`src/rtl/priority_arbiter_rr_if.sv`:
```
// Request/grant bundle for priority_arbiter_rr.
// The master side (request sources and grant consumer) drives req, rr_en and
// out_ready; the slave side (the arbiter) returns the registered grant and
// the combinational any flag.
interface priority_arbiter_rr_if #(
  parameter int N = 8
);
  localparam int W = $clog2(N);

  logic [N-1:0] req;
  logic         rr_en;
  logic         out_ready;
  logic         out_valid;
  logic [W-1:0] num;
  logic [N-1:0] onehot;
  logic         any;

  modport master (
    output req, rr_en, out_ready,
    input  out_valid, num, onehot, any
  );

  modport slave (
    input  req, rr_en, out_ready,
    output out_valid, num, onehot, any
  );
endinterface

```
`src/rtl/priority_arbiter_rr.sv`:
```
// Registered N-input arbiter with selectable fixed (highest index wins) or
// round-robin priority. A grant is presented as a binary index plus a one-hot
// vector and is held stable until the consumer accepts it with out_ready.
// On accept the arbiter re-arbitrates in the same cycle, so with out_ready
// held high and requests pending it issues one grant per cycle.
// N must match the N of the connected interface instance (legal 2..64).
module priority_arbiter_rr #(
  parameter int N = 8
) (
  input  logic                    clk,
  input  logic                    reset,
  priority_arbiter_rr_if.slave    bus
);
  localparam int W = $clog2(N);

  typedef enum logic {
    IDLE = 1'b0,
    HOLD = 1'b1
  } state_t;

  state_t       state, state_n;
  logic [W-1:0] ptr, ptr_n;
  logic         valid_q, valid_n;
  logic [W-1:0] num_q, num_n;
  logic [N-1:0] onehot_q, onehot_n;
  logic [W-1:0] arb_ptr;
  logic [W-1:0] arb_num;
  logic         load;

  // Winner selection. In round-robin mode the scan starts at p and wraps at
  // N-1 (not 2^W-1), so indices >= N are never produced for non-power-of-two N.
  function automatic logic [W-1:0] arbitrate(input logic [N-1:0] r,
                                              input logic [W-1:0] p,
                                              input logic         rr);
    logic [W-1:0] win;
    logic         found;
    int           idx;
    win   = '0;
    found = 1'b0;
    if (!rr) begin
      for (int i = 0; i < N; i++) begin
        if (r[i]) win = W'(i);
      end
    end else begin
      for (int k = 0; k < N; k++) begin
        idx = int'(p) + k;
        if (idx >= N) idx = idx - N;
        if (!found && r[idx]) begin
          win   = W'(idx);
          found = 1'b1;
        end
      end
    end
    return win;
  endfunction

  assign bus.any       = |bus.req;
  assign bus.out_valid = valid_q;
  assign bus.num       = num_q;
  assign bus.onehot    = onehot_q;

  // Next-state logic: load a new grant from IDLE or on an accept, otherwise
  // freeze the held grant; the pointer only advances on a round-robin accept.
  always_comb begin
    state_n  = state;
    ptr_n    = ptr;
    valid_n  = valid_q;
    num_n    = num_q;
    onehot_n = onehot_q;
    arb_ptr  = ptr;
    load     = 1'b0;
    case (state)
      IDLE: begin
        if (|bus.req) load = 1'b1;
      end
      HOLD: begin
        if (bus.out_ready) begin
          if (bus.rr_en) ptr_n = (num_q == W'(N - 1)) ? '0 : num_q + W'(1);
          arb_ptr = ptr_n;
          if (|bus.req) begin
            load = 1'b1;
          end else begin
            state_n  = IDLE;
            valid_n  = 1'b0;
            num_n    = '0;
            onehot_n = '0;
          end
        end
      end
      default: state_n = IDLE;
    endcase
    arb_num = arbitrate(bus.req, arb_ptr, bus.rr_en);
    if (load) begin
      state_n  = HOLD;
      valid_n  = 1'b1;
      num_n    = arb_num;
      onehot_n = {{(N-1){1'b0}}, 1'b1} << arb_num;
    end
  end

  // State and grant registers; reset drops any held grant and rewinds the pointer.
  always_ff @(posedge clk) begin
    if (reset) begin
      state    <= IDLE;
      ptr      <= '0;
      valid_q  <= 1'b0;
      num_q    <= '0;
      onehot_q <= '0;
    end else begin
      state    <= state_n;
      ptr      <= ptr_n;
      valid_q  <= valid_n;
      num_q    <= num_n;
      onehot_q <= onehot_n;
    end
  end
endmodule

```
`src/flat_wrapper.sv`:
```
// flat-port wrapper written by rule: the top's interface ports become plain ports
module priority_arbiter_rr_flat 
#(
  parameter int N = 8
)
  (clk, reset, bus_req, bus_rr_en, bus_out_ready, bus_out_valid, bus_num, bus_onehot, bus_any);
  priority_arbiter_rr_if #(.N(N)) bus_i ();
  input  logic clk;
  input  logic reset;
  input wire logic [$bits(bus_i.req)-1:0] bus_req;
  input wire logic [$bits(bus_i.rr_en)-1:0] bus_rr_en;
  input wire logic [$bits(bus_i.out_ready)-1:0] bus_out_ready;
  output wire logic [$bits(bus_i.out_valid)-1:0] bus_out_valid;
  output wire logic [$bits(bus_i.num)-1:0] bus_num;
  output wire logic [$bits(bus_i.onehot)-1:0] bus_onehot;
  output wire logic [$bits(bus_i.any)-1:0] bus_any;
  assign bus_i.req = bus_req;
  assign bus_i.rr_en = bus_rr_en;
  assign bus_i.out_ready = bus_out_ready;
  assign bus_out_valid = bus_i.out_valid;
  assign bus_num = bus_i.num;
  assign bus_onehot = bus_i.onehot;
  assign bus_any = bus_i.any;
  priority_arbiter_rr #(.N(N)) u_core (.clk(clk), .reset(reset), .bus(bus_i));
endmodule
```
`config.mk`:
```
export PLATFORM = sky130hd
export DESIGN_NAME = priority_arbiter_rr_flat
export DESIGN_NICKNAME = d
export VERILOG_FILES = /design/src/rtl/priority_arbiter_rr_if.sv /design/src/rtl/priority_arbiter_rr.sv /design/src/flat_wrapper.sv
export SDC_FILE = /design/constraint.sdc
export NUM_CORES = 1
export LEC_CHECK = 0
export ABC_AREA = 0
export CORE_MARGIN = 2
export CORE_UTILIZATION = 25
export CTS_CLUSTER_DIAMETER = 200
export DETAILED_ROUTE_END_ITERATION = 16
export PLACE_DENSITY = 0.53
export SYNTH_ARGS = -nofsm -noshare
export SYNTH_HDL_FRONTEND = slang
export SYNTH_SLANG_ARGS = --single-unit
```
`constraint.sdc`:
```
create_clock -name clk -period 4.2 [get_ports clk]
set_input_delay 0.84 -clock clk [delete_from_list [all_inputs] [get_ports clk]]
set_output_delay 0.84 -clock clk [all_outputs]
set_load 0.1 [all_outputs]
```
Word level (Yosys, flattened, before mapping)
Cells that the tools add are included.
{ "totals": {"out_inout_bits": 13, "word_cells": 151, "register_bits": 16, "inputBits": 12} }
{ "classes": {"eq_ne": 2, "shifts": 1, "n_addsub": 16, "n_lt_le_gt_ge": 16, "reduce_logical": 18, "bitwise": 1, "mux": 92} }
{ "ops": {"columns": ["op", "n"], "rows": [
  ["$mux 32", 16],
  ["$lt 32x5->1 const B", 8],
  ["$ge 32x5->1 const B", 7],
  ["$sub 32x5->32 const B", 7],
  ["$mux 3", 21],
  ["$mux 1", 40],
  ["$mux 8", 4],
  ["$bmux 1 s3", 8],
  ["$add 3x3->4 const B", 4],
  ["$add 3x2->4 const B", 2],
  ["$reduce_or 8->1", 1],
  ["$shl 1x3->8 const A", 1],
  ["$logic_and 1x1->1", 7],
  ["$logic_not 1->1", 7],
  ["$sub 3x4->5 const B", 1],
  ["$add 3x1->4 const B", 1],
  ["$ge 3x4->1 const B", 1],
  ["$mux 2", 2],
  ["$reduce_bool 2->1", 2],
  ["$add 3x1->3 const B", 1],
  ["$eq 3x3->1 const B", 1],
  ["$reduce_and 3->1", 1],
  ["$ne 2x1->1 const B", 1],
  ["$pmux 1 s2", 1],
  ["$not 1->1", 1]
]} }

Depth between registers and ports, before layout
{ "depth": {"depth_word": 43, "depth_mapped": 15, "depth_no_buf": 14} }

Least setup slack after synthesis
Ideal clock, no wire load.
{ "synth_timing": {"path_kind": "register to register", "startpoint": "register u_core.num_q[0] (netlist: u_core.bus.num[0])", "endpoint": "register u_core.onehot_q[6] (netlist: u_core.bus.onehot[6])", "path_buffers": 1, "period_less_slack_ns": 4.457, "path_slack_ns": -0.257, "path_stages_with_launch": 15, "setup_time_ns": 0.065, "required_ns": 4.135, "t_arrival_ns": 4.392, "path_cell_list": "dfxtp_1 ha_1 ha_1 nor2b_1 mux2_1 clkbuf_1 ha_1 mux4_2 mux2_4 a2bb2o_4 nand4b_4 a311o_1 a31oi_1 nor3b_4 a32o_1"} }
{ "synth_between": {"elab_chain_cells": 43, "word_cells_on_any_way": 108, "cone_classes": "add/sub (16); order compare (8); eq/ne (1); shift (1); mux (68); reduce/logical (14)"} }
{ "synth_lines": {"columns": ["element", "line_no", "text"], "rows": [
  ["from (decl)", "priority_arbiter_rr.sv:24", "logic [W-1:0] num_q, num_n;"],
  ["from (signal assigned)", "priority_arbiter_rr.sv:113", "num_q <= num_n;"],
  ["$add 3x1->3 or $eq 3x3->1 (tied branches)", "priority_arbiter_rr.sv:78", "if (bus.rr_en) ptr_n = (num_q == W'(N - 1)) ? '0 : num_q + W'(1);"],
  ["$mux 3 (*) (2 in series)", "priority_arbiter_rr.sv:78", null],
  ["$mux 3 (*)", "priority_arbiter_rr.sv:77", "if (bus.out_ready) begin"],
  ["$mux 3 (*)", "priority_arbiter_rr.sv:72", "case (state)"],
  ["via u_core.arb_ptr[1]", "priority_arbiter_rr.sv:26", "logic [W-1:0] arb_ptr;"],
  ["branches (longest 34 deep; another with $sub 32x5->32)", null, null],
  ["$mux 3 (*)", "priority_arbiter_rr.sv:48", "if (!found && r[idx]) begin"],
  ["$mux 3 (*)", "priority_arbiter_rr.sv:40", "if (!rr) begin"],
  ["$shl 1x3->8 (*)", "priority_arbiter_rr.sv:97", "onehot_n = {{(N-1){1'b0}}, 1'b1} << arb_num;"],
  ["$mux 8 (*)", "priority_arbiter_rr.sv:93", "if (load) begin"],
  ["to (signal assigned)", "priority_arbiter_rr.sv:114", "onehot_q <= onehot_n;"],
  ["to (decl)", "priority_arbiter_rr.sv:25", "logic [N-1:0] onehot_q, onehot_n;"]
]} }
Mark *: on every way through the listed nets, which the timed path passes. The select of a mux whose other input is x is not followed.
A chain may end at the register's enable or synchronous reset.

Final worst setup path
{ "layout_timing": {"startpoint": "input port bus_rr_en", "endpoint": "register u_core.onehot_q[7] (netlist: u_core.bus.onehot[7])"} }
{ "layout_between": {"elab_chain_cells": 41, "word_cells_on_any_way": 105, "cone_classes": "add/sub (15); order compare (8); shift (1); mux (67); reduce/logical (14)"} }
{ "layout_lines": {"columns": ["element", "line_no", "text"], "rows": [
  ["from (decl)", "flat_wrapper.sv:11", "input wire logic [$bits(bus_i.rr_en)-1:0] bus_rr_en;"],
  ["branches (longest 38 deep; another with $sub 32x5->32)", null, null],
  ["$mux 3 (*)", "priority_arbiter_rr.sv:40", null],
  ["$shl 1x3->8 (*)", "priority_arbiter_rr.sv:97", null],
  ["$mux 8 (*)", "priority_arbiter_rr.sv:93", null]
]} }
Every way passes the cells marked *. The select of a mux whose other input is x is not followed.

==> run metrics <==
status complete, no violations; Hold Path Origin u_core.bus.onehot[7]$_SDFFE_PP0P_; unrepaired setup endpoints after global routing true; fraction of power consumed by sequential logic 0.204; Area contributors post-synth sky130_fd_sc_hd__dfxtp_1 18%, sky130_fd_sc_hd__mux2i_1 7.8%, sky130_fd_sc_hd__nand2_1 4.8%; met1 routed wirelength after detailed routing 3.083 mm; Iteration-0 DRC Markers between 150 and 200; leakage dissipation 1.150 nW; post-detailed-placement half-perimeter wirelength between 4 and 5 mm; Ant. Diodes 0; Critical-path top delay cell sky130_fd_sc_hd__clkdlybuf4s50_1; length of routed met3 wiring ~270 um; VDD IR max 0.1837 mV; net count of the mapped netlist 246; detailed-route DRC error count 0; clock network power share 0.160; Worst Path Max Fanout 4; Clock Sinks 16; synthesized instance count 230; power per unit of standard cell area 313.3 nW/um2; flip-flop and latch count after synthesis 16; design internal power roughly 0.0005 W; Final Critical Period 4.114 ns; number of I/O pins 25; number of cells in the design after placement just under 400; routed wire length approximately 6.4 mm; Synth async-reset ratio 0; leading register cell type out of synthesis sky130_fd_sc_hd__dfxtp_1; total number of vias between 2000 and 2500; Die Y-Extent about 89 um; clock tree from TritonCTS built; htree depth 1; total negative slack 0 ns; Die Area ~7800 um2; number of hold buffers added after CTS 0; crit path launch bus_rr_en; most used cell, CP sky130_fd_sc_hd__buf_4; maximum number of pins on one net before global-route repair 15; worst slew pin tran roughly 0.97 ns; Mapped Avg Cell Area ~8 um2; most area-hungry cell type in the Yosys netlist sky130_fd_sc_hd__dfxtp_1; number of distinct standard cells referenced by the synthesized netlist 57; number of antenna violations at the first check in global routing 0; total of buffers placed on input and output ports 24; most numerous cell in the Yosys netlist sky130_fd_sc_hd__nand2_1; number of slew-limit violations in the final report 0; number of buffers inserted during clock tree synthesis 3; commonest cells in the synthesized netlist 23 x sky130_fd_sc_hd__nand2_1, 20 x sky130_fd_sc_hd__nor2_1, 16 x sky130_fd_sc_hd__dfxtp_1, 15 x sky130_fd_sc_hd__a21oi_1, 14 x sky130_fd_sc_hd__mux2i_1; total net switching power around 0.00037 W; number of cells in the finished layout apart from fillers around 400; cells along the critical path clkdlybuf4s50_1 > and3_4 > mux2_2 > ha_4 > mux4_2 > buf_4 > mux2i_2 > o311ai_0 > a31oi_1 > a21oi_1 > o31a_1 > buf_4 > a32o_1; wire length of the first global-routing pass 10.32 mm; type of the worst setup path primary input to flop; element type at the critical path start primary input; Largest delay share family, worst path compound AO/OA/AOI/OAI gates; Post-Syn Area around 1800 um2; slowest cell delay on critical path around 0.48 ns; Routability Congestion roughly 0.86; Root Buffer Master sky130_fd_sc_hd__clkbuf_8; Worst setup EP type flop; length of the first detailed-routing pass in iterations 4; fraction of layout instances using a drive strength above 1 0.3355; via density per instance approximately 5.3; placement row count 30; net total in the final layout around 320; Routed WL per cell approximately 16 um; met2 layer wire length in the routed design between 2 and 3 mm; uppermost metal layer occupied by signal nets met4; number of buffers on the longest clock path 2; number of synthesis warnings 0; worst-skew pair later-pin latency between 0.2 and 0.3 ns; final clock period utilization by the worst path 0.9796; Layout Area Growth over Synthesis 53.46%; CTS clock-pin slew for the worst setup and hold paths about 0.060 ns; post-route ant nets 0; global routing usage summed across all routing layers 0.1666; arrival time of data at the critical path endpoint roughly 4.3 ns; clock skew about 0.0010 ns; die width just under 90 um; number of flops mapped to enable cells by yosys 0; residual overflow from global routing 0; number of buffer and inverter stages on the critical path 3; post-route setup slack 0.08570 ns; max cap viols 0; worst hold-check path type flop to flop; Reg2Reg Launch Point u_core.bus.num[0]$_SDFFE_PP0P_; Switching Fraction 0.4323; final setup fails 0; initial core utilization 0.2603; worst slack at placement -0.3644 ns; register area share after synthesis 0.1791; Max-slew headroom 0.3525; proportion of power drawn by combinational gates 0.636; via count of the first global-routing pass between 2000 and 2500; required time of the critical path about 4.4 ns; achievable frequency about 240 MHz; final hold vios 0; placeable core area roughly 6900 um2; fraction of post-synthesis cell area in the top cell type by area 0.1791
-- power by group through the flow --
| stage | Combinational, W | Clock, W | Sequential, W |
|---|---|---|---|
| global route | 0.000589 | 0.000148 | 0.000176 |
| CTS | 0.000508 | 0.000141 | 0.000175 |
| finish | 0.000547 | 0.000138 | 0.000175 |
| detailed placement | 0.000496 | 0 | 0.000178 |
| floorplan | 0.000232 | 0 | 0.000253 |
| global placement | 0.000496 | 0 | 0.000178 |
-- through the flow --
step	hold slack, ns	instance area, um2	total power, W	utilization
finish	0.4768	2744	0.0008597	0.3995
detailed placement	0.4646	2512	0.0006738	0.3658
global route	0.4897	2744	0.0009134	0.3995
global placement	0.4618	2512	0.0006741	0.3658
CTS	0.4803	2600	0.0008237	0.3785
floorplan	0.5547	1792	0.0004843	-
-- worst paths after layout --
| check | depth (start not counted) | to | slack [ns] |
|---|---|---|---|
| max reg2reg | 15 | u_core.bus.onehot[7]$_SDFFE_PP0P_ | 0.31 |
| min | 1 | u_core.bus.onehot[7]$_SDFFE_PP0P_ | 0.48 |
| max | 13 | u_core.bus.onehot[7]$_SDFFE_PP0P_ | 0.09 |
| min reg2reg | 1 | u_core.bus.onehot[7]$_SDFFE_PP0P_ | 0.48 |
-- layout by cell type, fill, tap and decap left out, types with 3 or more instances in the layout --
cell type and count:
sky130_fd_sc_hd__clkdlybuf4s50_1 22, sky130_fd_sc_hd__nand2_1 23, sky130_fd_sc_hd__nor2_1 20, sky130_fd_sc_hd__a22o_1 5, sky130_fd_sc_hd__buf_4 63, sky130_fd_sc_hd__a21oi_1 14, sky130_fd_sc_hd__o22ai_1 4, sky130_fd_sc_hd__a211oi_1 6
sky130_fd_sc_hd__a32o_1 4, sky130_fd_sc_hd__nor3_1 3, sky130_fd_sc_hd__clkbuf_8 4, sky130_fd_sc_hd__a21o_1 6, sky130_fd_sc_hd__mux2i_1 12, sky130_fd_sc_hd__a31oi_1 5, sky130_fd_sc_hd__o31ai_1 3, sky130_fd_sc_hd__o2111ai_1 3
sky130_fd_sc_hd__xnor2_1 3, sky130_fd_sc_hd__inv_1 6, sky130_fd_sc_hd__nor2b_1 4, sky130_fd_sc_hd__nand3_1 6, sky130_fd_sc_hd__ha_1 3, sky130_fd_sc_hd__dfxtp_2 3, sky130_fd_sc_hd__o21ai_0 10, sky130_fd_sc_hd__nand2b_1 5
sky130_fd_sc_hd__dfxtp_1 13
-- sequential cells by signal (all words and copies together), names as in the netlist --
signal	cells
u_core.bus.onehot	8
u_core.ptr	3
u_core.bus.num	3
u_core.state	1
u_core.bus.out_valid	1
-- layer usage --
metal,track usage,vias to the layer above
met4,0.03168,0
met3,0.02146,6
met5,0,-
met1,0.2389,1021
met2,0.2693,60
li1,-,1043
-- area by class of cell --
cell class	count	area [um2]
multi-input combinational	192	1488
inverter	7	28.78
fill	713	4125
timing repair buffer	88	728.2
sequential	16	324.1
clock buffer	4	55.05
tap	96	120.1
-- kinds of logic after synthesis --
family / after synthesis / share of synthesized area
fa+ha+maj: 4 / 0.02799
xor+xnor: 4 / 0.01959
mux: 20 / 0.1372
flops: 16 / 0.1791
buf+inv: 22 / 0.05248
simple gates: 80 / 0.2358
compound gates: 84 / 0.3478
-- timing repair --
action | 4_1_cts | 5_1_grt
pin swaps | 0 | 8
setup endpoints to repair | 9 | 11
gates resized for setup | 6 | 19
gates cloned | 0 | 0
buffers inserted | 2 | 5
hold endpoints to repair | 0 | 0
(Power assumes the default switching activity.)
